$ cat config.mk
export PLATFORM = sky130hd
export DESIGN_NAME = block_normalizer_flat
export DESIGN_NICKNAME = d
export VERILOG_FILES = /design/src/rtl/fp_pkg.sv /design/src/rtl/block_normalizer_pkg.sv /design/src/rtl/block_normalizer_if.sv /design/src/rtl/lead_one_detect.sv /design/src/rtl/block_normalizer.sv /design/src/flat_wrapper.sv
export SDC_FILE = /design/constraint.sdc
export NUM_CORES = 1
export LEC_CHECK = 0
export ABC_AREA = 0
export CAP_MARGIN = 25
export CORE_MARGIN = 8
export CORE_UTILIZATION = 40
export DETAILED_ROUTE_END_ITERATION = 12
export HOLD_SLACK_MARGIN = 0.05
export PLACE_DENSITY = 0.69
export SLEW_MARGIN = 15
export SYNTH_ARGS = -nofsm -noshare
export SYNTH_HDL_FRONTEND = slang
export SYNTH_SLANG_ARGS = --single-unit
$ cat constraint.sdc
create_clock -name clk -period 3.55 [get_ports clk]
set_clock_uncertainty 0.2 [all_clocks]
set_input_delay 0.71 -clock clk [delete_from_list [all_inputs] [get_ports clk]]
set_output_delay 0.71 -clock clk [all_outputs]
set_load 0.05 [all_outputs]
$ cat src/rtl/fp_pkg.sv
// Shared small-float / block-floating-point definitions used by the
// alignment front end and the block normalizer.
package fp_pkg;

    localparam int unsigned NUM_LANES = 4;
    localparam int unsigned EXP_WIDTH = 3;
    localparam int unsigned SIG_WIDTH = 4;
    localparam int unsigned ACC_WIDTH = 8;
    localparam int unsigned ALIGN     = ACC_WIDTH - 2;
    localparam int unsigned FP_WIDTH  = 1 + EXP_WIDTH + SIG_WIDTH;

    // Low bit of lane `lane` inside the packed accumulator bus.
    function automatic int unsigned acc_lo(input int unsigned lane);
        return lane * ACC_WIDTH;
    endfunction

    // Low bit of lane `lane` inside the packed {sign, exp, frac} bus.
    function automatic int unsigned fp_lo(input int unsigned lane);
        return lane * FP_WIDTH;
    endfunction

endpackage

$ cat src/rtl/block_normalizer_pkg.sv
// Block-normalizer local types and derived widths.
package block_normalizer_pkg;

    import fp_pkg::*;

    localparam int unsigned MSB_WIDTH   = $clog2(ACC_WIDTH);
    localparam int unsigned E_TMP_WIDTH = ((EXP_WIDTH > MSB_WIDTH) ? EXP_WIDTH : MSB_WIDTH) + 2;

    // One output lane as a small float.
    typedef struct packed {
        logic                 sign;
        logic [EXP_WIDTH-1:0] exp;
        logic [SIG_WIDTH-1:0] frac;
    } fp_lane_t;

    // Per-lane state held between stage 1 and stage 2.
    typedef struct packed {
        logic                 sign;
        logic                 zero;
        logic [MSB_WIDTH-1:0] msb;
        logic [ACC_WIDTH-1:0] mag;
    } s1_lane_t;

endpackage

$ cat src/rtl/block_normalizer_if.sv
// Input and output streams of the block normalizer.
// master = the surrounding datapath (producer of inputs, consumer of results);
// slave  = the normalizer itself.
interface block_normalizer_if;

    import fp_pkg::*;

    logic                           in_valid;
    logic                           in_ready;
    logic [EXP_WIDTH-1:0]           shared_exp;
    logic [NUM_LANES*ACC_WIDTH-1:0] in_acc;
    logic                           out_valid;
    logic                           out_ready;
    logic [NUM_LANES*FP_WIDTH-1:0]  out_fp;
    logic [NUM_LANES-1:0]           ovf;
    logic [NUM_LANES-1:0]           uf;

    modport master (
        output in_valid, shared_exp, in_acc, out_ready,
        input  in_ready, out_valid, out_fp, ovf, uf
    );

    modport slave (
        input  in_valid, shared_exp, in_acc, out_ready,
        output in_ready, out_valid, out_fp, ovf, uf
    );

endinterface

$ cat src/rtl/lead_one_detect.sv
// Leading-one position of an unsigned magnitude, plus an all-zero flag.
module lead_one_detect
    import fp_pkg::*;
    import block_normalizer_pkg::*;
(
    input  logic [ACC_WIDTH-1:0] mag,
    output logic [MSB_WIDTH-1:0] msb_c,
    output logic                 zero_c
);

    // Highest set bit wins because later iterations overwrite earlier ones.
    always_comb begin
        msb_c = '0;
        for (int unsigned i = 0; i < ACC_WIDTH; i++) begin
            if (mag[i]) begin
                msb_c = MSB_WIDTH'(i);
            end
        end
    end

    assign zero_c = (mag == '0);

endmodule

$ cat src/rtl/block_normalizer.sv
// Converts a block-floating-point vector (signed lanes + shared exponent)
// into independent {sign, exp, frac} small floats. Two-stage valid/ready
// pipeline with per-lane saturation, flush-to-zero and sticky status.
module block_normalizer
    import fp_pkg::*;
    import block_normalizer_pkg::*;
(
    input  logic               clk,
    input  logic               rst,
    block_normalizer_if.slave  bus,
    input  logic               clr_status,
    output logic               ovf_sticky,
    output logic               uf_sticky
);

    localparam logic signed [E_TMP_WIDTH-1:0] E_MAX = E_TMP_WIDTH'((1 << EXP_WIDTH) - 1);
    localparam logic signed [E_TMP_WIDTH-1:0] E_MIN = E_TMP_WIDTH'(1);

    logic                 s1_valid;
    logic                 s2_valid;
    logic [EXP_WIDTH-1:0] s1_exp;
    s1_lane_t             s1_lane [NUM_LANES];
    s1_lane_t             s1_next [NUM_LANES];

    logic signed [E_TMP_WIDTH-1:0]     e_tmp   [NUM_LANES];
    logic [ACC_WIDTH+SIG_WIDTH-1:0]    aligned [NUM_LANES];
    fp_lane_t                          s2_lane [NUM_LANES];
    logic [NUM_LANES*FP_WIDTH-1:0]     out_fp_next;
    logic [NUM_LANES-1:0]              ovf_next;
    logic [NUM_LANES-1:0]              uf_next;

    logic [NUM_LANES*FP_WIDTH-1:0]     out_fp_q;
    logic [NUM_LANES-1:0]              ovf_q;
    logic [NUM_LANES-1:0]              uf_q;

    logic s2_adv_c;
    logic s1_adv_c;
    logic in_ready_c;
    logic out_hs_c;

    // Pipeline flow control; in_ready is combinational from out_ready.
    assign s2_adv_c   = !s2_valid || bus.out_ready;
    assign s1_adv_c   = s1_valid && s2_adv_c;
    assign in_ready_c = !s1_valid || s1_adv_c;
    assign out_hs_c   = s2_valid && bus.out_ready;

    // Stage 1 front end per lane: sign, magnitude, leading-one position.
    for (genvar g = 0; g < NUM_LANES; g++) begin : g_lane
        logic [ACC_WIDTH-1:0] acc;
        logic [ACC_WIDTH-1:0] mag;
        logic [MSB_WIDTH-1:0] msb;
        logic                 zero;

        assign acc = bus.in_acc[acc_lo(g) +: ACC_WIDTH];
        // Most negative value maps to 2^(ACC_WIDTH-1), still representable unsigned.
        assign mag = acc[ACC_WIDTH-1] ? (ACC_WIDTH'(0) - acc) : acc;

        lead_one_detect u_lod (
            .mag    (mag),
            .msb_c  (msb),
            .zero_c (zero)
        );

        assign s1_next[g] = '{sign: acc[ACC_WIDTH-1], zero: zero, msb: msb, mag: mag};
    end

    // Stage 1 register.
    always_ff @(posedge clk) begin
        if (rst) begin
            s1_valid <= 1'b0;
            s1_exp   <= '0;
            for (int unsigned i = 0; i < NUM_LANES; i++) begin
                s1_lane[i] <= '0;
            end
        end else if (in_ready_c) begin
            s1_valid <= bus.in_valid;
            if (bus.in_valid) begin
                s1_exp  <= bus.shared_exp;
                s1_lane <= s1_next;
            end
        end
    end

    // Stage 2 math: exponent, fraction alignment, saturate/flush decision.
    always_comb begin
        out_fp_next = '0;
        ovf_next    = '0;
        uf_next     = '0;
        for (int unsigned i = 0; i < NUM_LANES; i++) begin
            e_tmp[i]   = E_TMP_WIDTH'(s1_exp) + E_TMP_WIDTH'(s1_lane[i].msb) - E_TMP_WIDTH'(ALIGN);
            // Leading one lands on the top bit; the fraction sits just below it,
            // with zeros shifted in from the right when the magnitude is short.
            aligned[i] = {s1_lane[i].mag, SIG_WIDTH'(0)} << (MSB_WIDTH'(ACC_WIDTH - 1) - s1_lane[i].msb);
            s2_lane[i] = '0;
            if (s1_lane[i].zero) begin
                s2_lane[i] = '0;
            end else if (e_tmp[i] > E_MAX) begin
                s2_lane[i]  = '{sign: s1_lane[i].sign, exp: '1, frac: '1};
                ovf_next[i] = 1'b1;
            end else if (e_tmp[i] < E_MIN) begin
                s2_lane[i] = '{sign: s1_lane[i].sign, exp: '0, frac: '0};
                uf_next[i] = 1'b1;
            end else begin
                s2_lane[i] = '{sign: s1_lane[i].sign,
                               exp:  e_tmp[i][EXP_WIDTH-1:0],
                               frac: aligned[i][ACC_WIDTH+SIG_WIDTH-2 -: SIG_WIDTH]};
            end
            out_fp_next[fp_lo(i) +: FP_WIDTH] = s2_lane[i];
        end
    end

    // Stage 2 register; holds while the consumer stalls.
    always_ff @(posedge clk) begin
        if (rst) begin
            s2_valid <= 1'b0;
            out_fp_q <= '0;
            ovf_q    <= '0;
            uf_q     <= '0;
        end else if (s2_adv_c) begin
            s2_valid <= s1_valid;
            if (s1_valid) begin
                out_fp_q <= out_fp_next;
                ovf_q    <= ovf_next;
                uf_q     <= uf_next;
            end
        end
    end

    // Sticky status; a set on handshake takes priority over a clear.
    always_ff @(posedge clk) begin
        if (rst) begin
            ovf_sticky <= 1'b0;
            uf_sticky  <= 1'b0;
        end else begin
            if (out_hs_c && (|ovf_q)) begin
                ovf_sticky <= 1'b1;
            end else if (clr_status) begin
                ovf_sticky <= 1'b0;
            end
            if (out_hs_c && (|uf_q)) begin
                uf_sticky <= 1'b1;
            end else if (clr_status) begin
                uf_sticky <= 1'b0;
            end
        end
    end

    assign bus.in_ready  = in_ready_c;
    assign bus.out_valid = s2_valid;
    assign bus.out_fp    = out_fp_q;
    assign bus.ovf       = ovf_q;
    assign bus.uf        = uf_q;

endmodule

$ cat src/flat_wrapper.sv
// flat-port wrapper written by rule: the top's interface ports become plain ports
module block_normalizer_flat import fp_pkg::*; import block_normalizer_pkg::*;
  (clk, rst, clr_status, ovf_sticky, uf_sticky, bus_in_valid, bus_shared_exp, bus_in_acc, bus_out_ready, bus_in_ready, bus_out_valid, bus_out_fp, bus_ovf, bus_uf);
  block_normalizer_if bus_i ();
  input  logic clk;
  input  logic rst;
  input  logic clr_status;
  output logic ovf_sticky;
  output logic uf_sticky;
  input wire logic [$bits(bus_i.in_valid)-1:0] bus_in_valid;
  input wire logic [$bits(bus_i.shared_exp)-1:0] bus_shared_exp;
  input wire logic [$bits(bus_i.in_acc)-1:0] bus_in_acc;
  input wire logic [$bits(bus_i.out_ready)-1:0] bus_out_ready;
  output wire logic [$bits(bus_i.in_ready)-1:0] bus_in_ready;
  output wire logic [$bits(bus_i.out_valid)-1:0] bus_out_valid;
  output wire logic [$bits(bus_i.out_fp)-1:0] bus_out_fp;
  output wire logic [$bits(bus_i.ovf)-1:0] bus_ovf;
  output wire logic [$bits(bus_i.uf)-1:0] bus_uf;
  assign bus_i.in_valid = bus_in_valid;
  assign bus_i.shared_exp = bus_shared_exp;
  assign bus_i.in_acc = bus_in_acc;
  assign bus_i.out_ready = bus_out_ready;
  assign bus_in_ready = bus_i.in_ready;
  assign bus_out_valid = bus_i.out_valid;
  assign bus_out_fp = bus_i.out_fp;
  assign bus_ovf = bus_i.ovf;
  assign bus_uf = bus_i.uf;
  block_normalizer u_core (.clk(clk), .rst(rst), .bus(bus_i), .clr_status(clr_status), .ovf_sticky(ovf_sticky), .uf_sticky(uf_sticky));
endmodule
==> results of run 1 <==
metal layers:
| layer | vias to the layer above | routed length (microns) | track usage [%] | share of wire, % |
|---|---|---|---|---|
| met3 | 9 | 655 | 2.65 | 4.3 |
| met5 | - | 0 | 0 | 0 |
| met2 | 119 | 6170 | 23.1 | 41 |
| met1 | 2505 | 8140 | 23.7 | 54 |
| met4 | 0 | 133 | 3.99 | 0.88 |
| li1 | 2848 | - | - | - |
flip-flops by register name, summed over array words and instances, names as in the netlist:
register              flops
u_core.s1_valid           1
u_core.bus.uf             4
u_core.s1_lane           48
u_core.s1_exp             3
u_core.bus.ovf            4
u_core.uf_sticky          1
u_core.ovf_sticky         1
u_core.bus.out_valid      1
u_core.bus.out_fp        32
worst max-delay path, stage by stage, from the launching register on:
cell and delay [ns]:
dfxtp_1 0.53, inv_1 0.18, fa_1 0.45, xnor2_1 0.44, ha_1 0.27, and2_1 0.13
o211ai_1 0.08, a211oi_1 0.25, buf_4 0.18, a32oi_1 0.09, a21oi_1 0.16
power by group:
group	internal (mW)	switching [mW]	total, mW
clock network	0.570	0.425	0.996
logic	0.311	0.421	0.732
registers	1.13	0.0601	1.19
total	2.01	0.906	2.92
synth_stat cells, drive strengths merged (5+ instances only):
| cell type | n | area share, % |
|---|---|---|
| nor3 | 18 | 1.5 |
| a221oi | 6 | 0.87 |
| inv | 42 | 2.6 |
| dfxtp | 95 | 31 |
| a32oi | 9 | 1.3 |
| clkbuf | 51 | 3.2 |
| a211oi | 26 | 3.2 |
| xnor2 | 16 | 2.3 |
| nor3b | 8 | 0.99 |
| mux2i | 19 | 3.1 |
| buf | 5 | 0.47 |
| nand3 | 11 | 0.91 |
| a21oi | 74 | 6.1 |
| nor4 | 7 | 0.72 |
| nand2b | 6 | 0.62 |
| a31oi | 7 | 0.72 |
| a21o | 10 | 1.2 |
| ha | 28 | 5.8 |
| o31ai | 9 | 1.1 |
| o21ai | 27 | 2.2 |
| nand4 | 5 | 0.52 |
| and2 | 10 | 1.0 |
| o211ai | 8 | 0.99 |
| nor2 | 58 | 3.6 |
| nor2b | 11 | 1.1 |
| xor2 | 8 | 1.2 |
| mux4 | 12 | 4.5 |
| nand2 | 75 | 4.6 |
| a22oi | 16 | 2.0 |
layout make-up:
| type | count | area, sq um | share of cell area, % |
|---|---|---|---|
| Clock buffer | 10 | 239 | 3.20 |
| Clock inverter | 6 | 67.6 | 0.904 |
| Inverter | 42 | 158 | 2.11 |
| Multi-Input combinational cell | 550 | 3790 | 50.7 |
| Sequential cell | 95 | 1900 | 25.4 |
| Tap cell | 188 | 235 | 3.15 |
| Timing Repair Buffer | 116 | 1080 | 14.5 |
cell families after synthesis:
family | count (synthesis) | share of synthesized area, %
compound gates | 226 | 24.8
xor+xnor | 24 | 3.46
fa+ha+maj | 32 | 7.09
buf+inv | 98 | 6.23
flops | 95 | 31.3
mux | 35 | 8.33
simple gates | 233 | 18.8
through the flow:
step | power, mW | utilization, % | std cells | setup WS (ns) | cell area (sq um)
after floorplan | 1.71 | - | 743 | 0.543 | 6070
after global placement | 1.94 | 47.7 | 991 | 0.303 | 7170
after detailed placement | 1.94 | 47.7 | 991 | 0.275 | 7170
after CTS | 2.93 | 49.7 | 1007 | 0.484 | 7480
after global routing | 3.06 | 49.7 | 1007 | 0.190 | 7480
final | 2.92 | 49.7 | 1007 | 0.524 | 7480
worst paths after layout:
check / startpoint / endpoint / slack, ns / cells after the start
worst max-delay path: u_core.s1_lane[22]$_SDFFE_PP0P_ / u_core.bus.out_fp[16]$_SDFFE_PP0P_ / 0.52 / 10
worst min-delay path: u_core.s1_lane[25]$_SDFFE_PP0P_ / u_core.s1_lane[25]$_SDFFE_PP0P_ / 0.25 / 2
worst max register to register: u_core.s1_lane[22]$_SDFFE_PP0P_ / u_core.bus.out_fp[16]$_SDFFE_PP0P_ / 0.52 / 10
worst min register to register: u_core.s1_lane[25]$_SDFFE_PP0P_ / u_core.s1_lane[25]$_SDFFE_PP0P_ / 0.25 / 2
==> results.yml, run 1 <==
cts:
  cts.sinks: 95
  cts_resized: 0
  cts_setup_buffers: 0
  hold_buffers: 0
  clk_pin_slew_ns: 0.07
  clk_latency_ns: 0.34
  h-tree-depth: 3
  cts_buffer_depth: 2
  cts_buffers: 9
  cts_tree: "yes"
  cts_root_buffer: "clkbuf_16"
sta:
  tightest_slew_ns: 0.544
  relSlewSlack_pct: 63.6
  setup_viol: 0
  hold_violations: 0
  rsz0062_at_grt: "false"
  setup_tns_ns: 0
  final_max_slew_viol_count: 0
  final.min_clock_period_ns: 3.03
  clock.fmax_mhz: 330
  holdWs_ns: 0.254
  finalCritPeriodShare_pct: 85.3
logic_synthesis:
  synth_area_sq_mm: 0.00607
  synth-seq-cells: 95
  synthArstFlopShare_pct: 0
  yosysSeqAreaShare_pct: 31.3
  yosys_most_used_dff: "dfxtp_1"
  syn-num-nets: 815
  synth-warning-count: 0
  synth_edf_count: 0
  syn_avg_cell_area_sq_um: 8.17
  ys_types: 63
  syn_inst: 743
global_routing:
  grt_usage_pct: 15.9
  antenna_found_initial: 0
  grt_pass1_vias: 5186
  grt_pass1_wl_microns: 26200
  grt_overflow: 0
  grt_max_degree: 41
power_and_ir_drop:
  p_leak_nw: 2.87
  p_per_area_mw_per_mm2: 390
  vdd_ir_drop_max_uv: 233
worst_setup_path:
  cp-start-kind: "register"
  cp-end-kind: "register"
  worstPathMaxFanout: 9
  arrival_ns: 3.11
  critPathKind: "reg2reg"
  cp.required_ns: 3.63
hold_path:
  hold_path.class: "reg2reg"
floorplanning:
  io_pins: 84
  dieArea_sq_mm: 0.0194
  die_y_microns: 139
  initial_core_util_pct: 40.4
  fp.dieW_microns: 139
  num_rows: 45
  core_sq_mm: 0.0150
drt:
  vias: 5481
  dr.pass1.iters: 5
  wire_per_inst_microns: 15.0
  via_per_inst: 5.44
  wl_microns: 15100
  drc: 0
  ant_nets: 0
  drtIter0Drc: 411
finish:
  filler_cell_count: 1408
  fin_nets: 886
  diodes: 0
  mostFrequentLayoutCells: "95 x dfxtp_1, 81 x clkdlybuf4s50_1, 74 x a21oi_1, 74 x nand2_1, 58 x nor2_1"
  final_common_cell: "dfxtp_1"
  layout-drive-gt1-share_pct: 8.91
  area_delta_synth_final_pct: 23.2
run_status:
  status: "completed"
placed_design:
  io_buffer_count: 83
  gp_congestion: 0.869
  dp.final_hpwl_microns: 11600
job:
  cap_violations: 0
No activity file was read; power rests on OpenSTA's default activity.
==> run 2, diff against run 1 <==
--- a/config.mk
+++ b/config.mk
@@ -10,6 +10,7 @@
 export CORE_MARGIN = 8
 export CORE_UTILIZATION = 40
 export DETAILED_ROUTE_END_ITERATION = 12
+export GPL_ROUTABILITY_DRIVEN = 0
 export HOLD_SLACK_MARGIN = 0.05
 export PLACE_DENSITY = 0.69
 export SLEW_MARGIN = 15
==> results of run 2 <==
Same layout as run 1: the final DEF is identical, and so are final timing and power.
